[src/rtl/axis_packet_rr_arbiter_if.sv]
// Flattened AXI-Stream bundle for the packet arbiter: NUM requester slaves and one master channel.
// The master modport is the arbiter side; the slave modport is the sources/sink side.
interface axis_packet_rr_arbiter_if #(
  parameter int NUM   = 4,
  parameter int DSIZE = 8,
  parameter int KSIZE = DSIZE / 8,
  parameter int USIZE = 1
);
  logic [NUM-1:0]       s_tvalid;
  logic [NUM-1:0]       s_tready;
  logic [NUM*DSIZE-1:0] s_tdata;
  logic [NUM*KSIZE-1:0] s_tkeep;
  logic [NUM*USIZE-1:0] s_tuser;
  logic [NUM-1:0]       s_tlast;
  logic                 m_tvalid;
  logic                 m_tready;
  logic [DSIZE-1:0]     m_tdata;
  logic [KSIZE-1:0]     m_tkeep;
  logic [USIZE-1:0]     m_tuser;
  logic                 m_tlast;

  modport master (
    input  s_tvalid, s_tdata, s_tkeep, s_tuser, s_tlast, m_tready,
    output s_tready, m_tvalid, m_tdata, m_tkeep, m_tuser, m_tlast
  );

  modport slave (
    output s_tvalid, s_tdata, s_tkeep, s_tuser, s_tlast, m_tready,
    input  s_tready, m_tvalid, m_tdata, m_tkeep, m_tuser, m_tlast
  );
endinterface

[src/rtl/axis_packet_rr_arbiter.sv]
// Round-robin AXI-Stream arbiter granting whole packets; the grant is released after the tlast beat.
// One IDLE cycle separates packets; BUSY is a zero-latency pass-through of the granted requester.
module axis_packet_rr_arbiter #(
  parameter int NUM   = 4,
  parameter int DSIZE = 8,
  parameter int KSIZE = DSIZE / 8,
  parameter int USIZE = 1,
  localparam int IW   = (NUM > 1) ? $clog2(NUM) : 1
) (
  input  logic                      clock,
  input  logic                      rst,
  axis_packet_rr_arbiter_if.master  bus,
  output logic [IW-1:0]             grant_id,
  output logic                      busy
);

  typedef enum logic {IDLE, BUSY} state_t;

  state_t          state_q, state_d;
  logic [IW-1:0]   grant_q, grant_d;
  logic [IW-1:0]   last_q, last_d;
  logic [15:0]     pkt_cnt_q, pkt_cnt_d;
  logic            sel_found;
  logic [IW-1:0]   sel_idx;

  // Rotating priority: first set request above last_q, then wrap to 0..last_q.
  always_comb begin
    sel_found = 1'b0;
    sel_idx   = '0;
    for (int unsigned i = 0; i < NUM; i++) begin
      if (!sel_found && (i > 32'(last_q)) && bus.s_tvalid[i]) begin
        sel_found = 1'b1;
        sel_idx   = IW'(i);
      end
    end
    for (int unsigned i = 0; i < NUM; i++) begin
      if (!sel_found && (i <= 32'(last_q)) && bus.s_tvalid[i]) begin
        sel_found = 1'b1;
        sel_idx   = IW'(i);
      end
    end
  end

  always_comb begin
    bus.m_tvalid = 1'b0;
    bus.m_tdata  = '0;
    bus.m_tkeep  = '0;
    bus.m_tuser  = '0;
    bus.m_tlast  = 1'b0;
    bus.s_tready = '0;
    if (state_q == BUSY) begin
      for (int unsigned i = 0; i < NUM; i++) begin
        if (grant_q == IW'(i)) begin
          bus.m_tvalid    = bus.s_tvalid[i];
          bus.m_tdata     = bus.s_tdata[i*DSIZE +: DSIZE];
          bus.m_tkeep     = bus.s_tkeep[i*KSIZE +: KSIZE];
          bus.m_tuser     = bus.s_tuser[i*USIZE +: USIZE];
          bus.m_tlast     = bus.s_tlast[i];
          bus.s_tready[i] = bus.m_tready;
        end
      end
    end
  end

  always_comb begin
    state_d   = state_q;
    grant_d   = grant_q;
    last_d    = last_q;
    pkt_cnt_d = pkt_cnt_q;
    case (state_q)
      IDLE: begin
        if (sel_found) begin
          state_d = BUSY;
          grant_d = sel_idx;
          last_d  = sel_idx;
        end
      end
      BUSY: begin
        if (bus.m_tvalid && bus.m_tready && bus.m_tlast) begin
          state_d   = IDLE;
          pkt_cnt_d = pkt_cnt_q + 16'd1;
        end
      end
      default: state_d = IDLE;
    endcase
  end

  always_ff @(posedge clock or posedge rst) begin
    if (rst) begin
      state_q   <= IDLE;
      grant_q   <= '0;
      last_q    <= IW'(NUM - 1);
      pkt_cnt_q <= '0;
    end else begin
      state_q   <= state_d;
      grant_q   <= grant_d;
      last_q    <= last_d;
      pkt_cnt_q <= pkt_cnt_d;
    end
  end

  assign grant_id = grant_q;
  assign busy     = (state_q == BUSY);

endmodule

[src/flat_wrapper.sv]
// flat-port wrapper written by rule: the top's interface ports become plain ports
module axis_packet_rr_arbiter_flat 
#(
  parameter int NUM   = 4,
  parameter int DSIZE = 8,
  parameter int KSIZE = DSIZE / 8,
  parameter int USIZE = 1,
  localparam int IW   = (NUM > 1) ? $clog2(NUM) : 1
)
  (clock, rst, grant_id, busy, bus_s_tvalid, bus_s_tdata, bus_s_tkeep, bus_s_tuser, bus_s_tlast, bus_m_tready, bus_s_tready, bus_m_tvalid, bus_m_tdata, bus_m_tkeep, bus_m_tuser, bus_m_tlast);
  axis_packet_rr_arbiter_if #(.NUM(NUM), .DSIZE(DSIZE), .KSIZE(KSIZE), .USIZE(USIZE)) bus_i ();
  input  logic clock;
  input  logic rst;
  output logic [IW-1:0] grant_id;
  output logic busy;
  input wire logic [$bits(bus_i.s_tvalid)-1:0] bus_s_tvalid;
  input wire logic [$bits(bus_i.s_tdata)-1:0] bus_s_tdata;
  input wire logic [$bits(bus_i.s_tkeep)-1:0] bus_s_tkeep;
  input wire logic [$bits(bus_i.s_tuser)-1:0] bus_s_tuser;
  input wire logic [$bits(bus_i.s_tlast)-1:0] bus_s_tlast;
  input wire logic [$bits(bus_i.m_tready)-1:0] bus_m_tready;
  output wire logic [$bits(bus_i.s_tready)-1:0] bus_s_tready;
  output wire logic [$bits(bus_i.m_tvalid)-1:0] bus_m_tvalid;
  output wire logic [$bits(bus_i.m_tdata)-1:0] bus_m_tdata;
  output wire logic [$bits(bus_i.m_tkeep)-1:0] bus_m_tkeep;
  output wire logic [$bits(bus_i.m_tuser)-1:0] bus_m_tuser;
  output wire logic [$bits(bus_i.m_tlast)-1:0] bus_m_tlast;
  assign bus_i.s_tvalid = bus_s_tvalid;
  assign bus_i.s_tdata = bus_s_tdata;
  assign bus_i.s_tkeep = bus_s_tkeep;
  assign bus_i.s_tuser = bus_s_tuser;
  assign bus_i.s_tlast = bus_s_tlast;
  assign bus_i.m_tready = bus_m_tready;
  assign bus_s_tready = bus_i.s_tready;
  assign bus_m_tvalid = bus_i.m_tvalid;
  assign bus_m_tdata = bus_i.m_tdata;
  assign bus_m_tkeep = bus_i.m_tkeep;
  assign bus_m_tuser = bus_i.m_tuser;
  assign bus_m_tlast = bus_i.m_tlast;
  axis_packet_rr_arbiter #(.NUM(NUM), .DSIZE(DSIZE), .KSIZE(KSIZE), .USIZE(USIZE)) u_core (.clock(clock), .rst(rst), .bus(bus_i), .grant_id(grant_id), .busy(busy));
endmodule
[config.mk]
export PLATFORM = sky130hd
export DESIGN_NAME = axis_packet_rr_arbiter_flat
export DESIGN_NICKNAME = d
export VERILOG_FILES = /design/src/rtl/axis_packet_rr_arbiter_if.sv /design/src/rtl/axis_packet_rr_arbiter.sv /design/src/flat_wrapper.sv
export SDC_FILE = /design/constraint.sdc
export NUM_CORES = 1
export LEC_CHECK = 0
export CAP_MARGIN = 20
export CORE_UTILIZATION = 30
export CTS_CLUSTER_DIAMETER = 80
export DETAILED_ROUTE_END_ITERATION = 8
export GPL_TIMING_DRIVEN = 1
export PLACE_DENSITY = 0.8
export SKIP_CTS_REPAIR_TIMING = 1
export SLEW_MARGIN = 20
export SYNTH_ARGS = -nofsm -noshare
export SYNTH_HDL_FRONTEND = slang
export SYNTH_SLANG_ARGS = --single-unit
[constraint.sdc]
create_clock -name clock -period 2.1 [get_ports clock]
set_input_delay 0.42 -clock clock [delete_from_list [all_inputs] [get_ports clock]]
set_output_delay 0.42 -clock clock [all_outputs]
set_load 0.05 [all_outputs]
==> results.md <==
- Status: complete, no violations
- Initial Utilization: 33.0%
- H-tree Lvls: 1
- Most used DFF post-synth: dfrtp_1
- Final-report hold violation count: 0
- Final worst path period need: 2.07 ns
- Multi-input gate area: 567 um2
- Top-count cell post-synth: and2_1
- Final Max Tran Viols: 0
- Final setup fails: 0
- Req. time, crit path: 1.68 ns
- Syn Inst Count: 72
- Initial antenna violation count: 0
- Die H: 52.0 um
- CP max-delay cell: mux4_1
- Post-synthesis register bit count: 5
- Total track usage: 19.2%
- Routed len/inst: 14.6 um
- Max VDD drop: 0.994 mV
- Crit start category: input port
- Maximum clock path buffer count: 2
- First-pass GRT wire length: 3840 um
- Area grow syn2layout: 110%
- Vias per cell: 5.09
- RSZ-0062 raised after global routing: true
- Critical Path Max Stage Delay: 0.50 ns
- Max Clk Rate: 484 MHz
- GP Congestion: 0.787
- Post-DP HPWL: 2060 um
- Worst hold margin: 0.371 ns
- Mapped cell area: 751 um2
- ANT nets after route: 0
- Fin crit share: 98.4%
- Register clock-pin slew on the reported worst setup and hold paths: 0.05 ns
- TritonRoute pass-1 iters: 4
- Relative slew slack: 70.7%
- Crit-path max FO: 1
- Routed WL: 2510 um
- Critical path type: input port to primary output
- Synth Area per Inst: 10.4 um2
- R2R setup slack: 0.57 ns
- Antenna Cells: 0
- Clk Latency, worst-skew pair: 0.24 ns
- Static Leak: 0.000651 uW
- Final Power: 2410 uW
- Min-Delay Path Class: input port to asynchronous set/reset pin
- Yosys cell types: 30
- Register area: 130 um2
- IO Port Bufs: 69
- DIE AREA: 2710 um2
- Filler cells: 184
- Nets@finish: 196
- CTS tree: done
- Die width: 52.0 um
- Iteration-0 DRC Markers: 10
- Largest area contributor in the netlist: mux4_1
- Register area share after synthesis: 17.0%
- TritonCTS Sinks: 5
- Via Count: 876
- Post-Syn Nets: 123
- Drc violations: 0
- Crit path cell chain: clkdlybuf4s50_1 -> mux4_1 -> and2_1 -> buf_6
- Synth top cells by count: 10 x and2_1, 7 x mux4_1, 5 x nor2_1
- EDFF count, synth: 0
- Global route overflow: 0
- Setup crit end kind: primary output
- Pwr dens: 1530 nW/um2
- Synth area leaders: mux4_1 25%, dfrtp_1 10%, mux4_2 9.0%
- Vias in the first global route: 944
- Core region area: 2280 um2
- Max-cap viol count: 0
- Synth top area share: 24.5%
- Async S/R FF share, synth: 100%
- Number of synthesis warnings: 0
- Arrival @ worst endpoint: 1.65 ns
- Pin count of the biggest net entering global routing: 19
- Slew @ Worst Pin: 0.440 ns
- IO Pins: 70
- Clk root buf: clkbuf_4
- Share of layout cells above drive strength 1: 26.4%
- Clock Skew: 0.00335 ns
- Cts bufs inserted: 3
- FP Rows: 17
sequential cells by signal, indices dropped and copies added (netlist names):
name	count
u_core.busy	1
u_core.grant_id	2
u_core.last_q	2
layer usage:
metal,track usage [%],vias up,wire length (um)
li1,-,424,-
met1,16.8,422,850
met2,41.9,28,1470
met3,4.39,2,171
met4,4.05,0,12
met5,0,-,0
where the power goes:
group / switching, uW / total, uW / internal, uW
registers: 110 / 269 / 160
logic: 1110 / 2020 / 917
clock network: 41.5 / 113 / 72.0
worst max-delay path: cells and delay by family:
kind                   cells  cell delay, ns
buffers and inverters      2            0.55
multiplexers               1            0.50
AND/OR/NAND/NOR            1            0.18
metrics by stage:
| stage | instance area (um2) | TNS, ns | utilization (%) | std cells | setup WS (ns) |
|---|---|---|---|---|---|
| after CTS | 1530 | -0.431 | 67.4 | 171 | -0.0670 |
| final | 1580 | 0 | 69.3 | 172 | 0.0332 |
| after floorplan | 759 | -0.159 | - | 72 | -0.0796 |
| after global routing | 1580 | -0.0265 | 69.3 | 172 | -0.0212 |
| after global placement | 1510 | 0 | 66.2 | 167 | 0.0309 |
| after detailed placement | 1510 | 0 | 66.2 | 167 | 0.00177 |
layout make-up:
| type | instances | area share, % |
|---|---|---|
| Inverter | 3 | 0.714 |
| Multi-Input combinational cell | 58 | 36.0 |
| Clock buffer | 4 | 1.67 |
| Tap cell | 28 | 2.22 |
| Sequential cell | 5 | 8.25 |
| Timing Repair Buffer | 74 | 51.2 |
cells by family (layout without fill, tap and decap cells):
| kind of cell | count (synthesis) | after routing | share of synthesized area (%) |
|---|---|---|---|
| and+or+nand+nor | 29 | 29 | 22.0 |
| DFF | 5 | 5 | 17.0 |
| muxes | 15 | 15 | 40.3 |
| buffers and inverters | 9 | 81 | 7.83 |
| AOI/OAI and AO/OA | 14 | 14 | 12.8 |
path summary, 6_finish.rpt:
check | depth (start not counted) | to | from
hold reg to reg | 2 | u_core.last_q[0] | u_core.last_q[0]
setup / recovery | 4 | bus_m_tdata[3] | bus_s_tdata[11]
hold / removal | 2 | u_core.grant_id[1] | rst
max in group asynchronous | 2 | u_core.last_q[0] | rst
min in group clock | 2 | u_core.last_q[0] | u_core.last_q[0]
setup reg to reg | 3 | u_core.grant_id[0] | u_core.last_q[1]
placed cells by master, fill, tap and decap left out, types with 2 or more instances in the layout:
master	Yosys	final
buf_4	0	9
nand2b_1	4	4
mux4_1	7	6
clkbuf_4	0	3
buf_6	1	7
nor2_1	5	5
and2_1	10	10
inv_1	3	3
mux2i_1	4	4
o31ai_1	2	2
buf_12	1	8
nand3b_1	2	2
dfrtp_2	0	2
nand2_1	2	2
a32oi_1	2	2
o21ai_0	3	3
nor2b_1	2	2
mux4_2	3	4
dfstp_2	2	2
clkdlybuf4s50_1	0	50
Power figures use the tool's default switching activity.
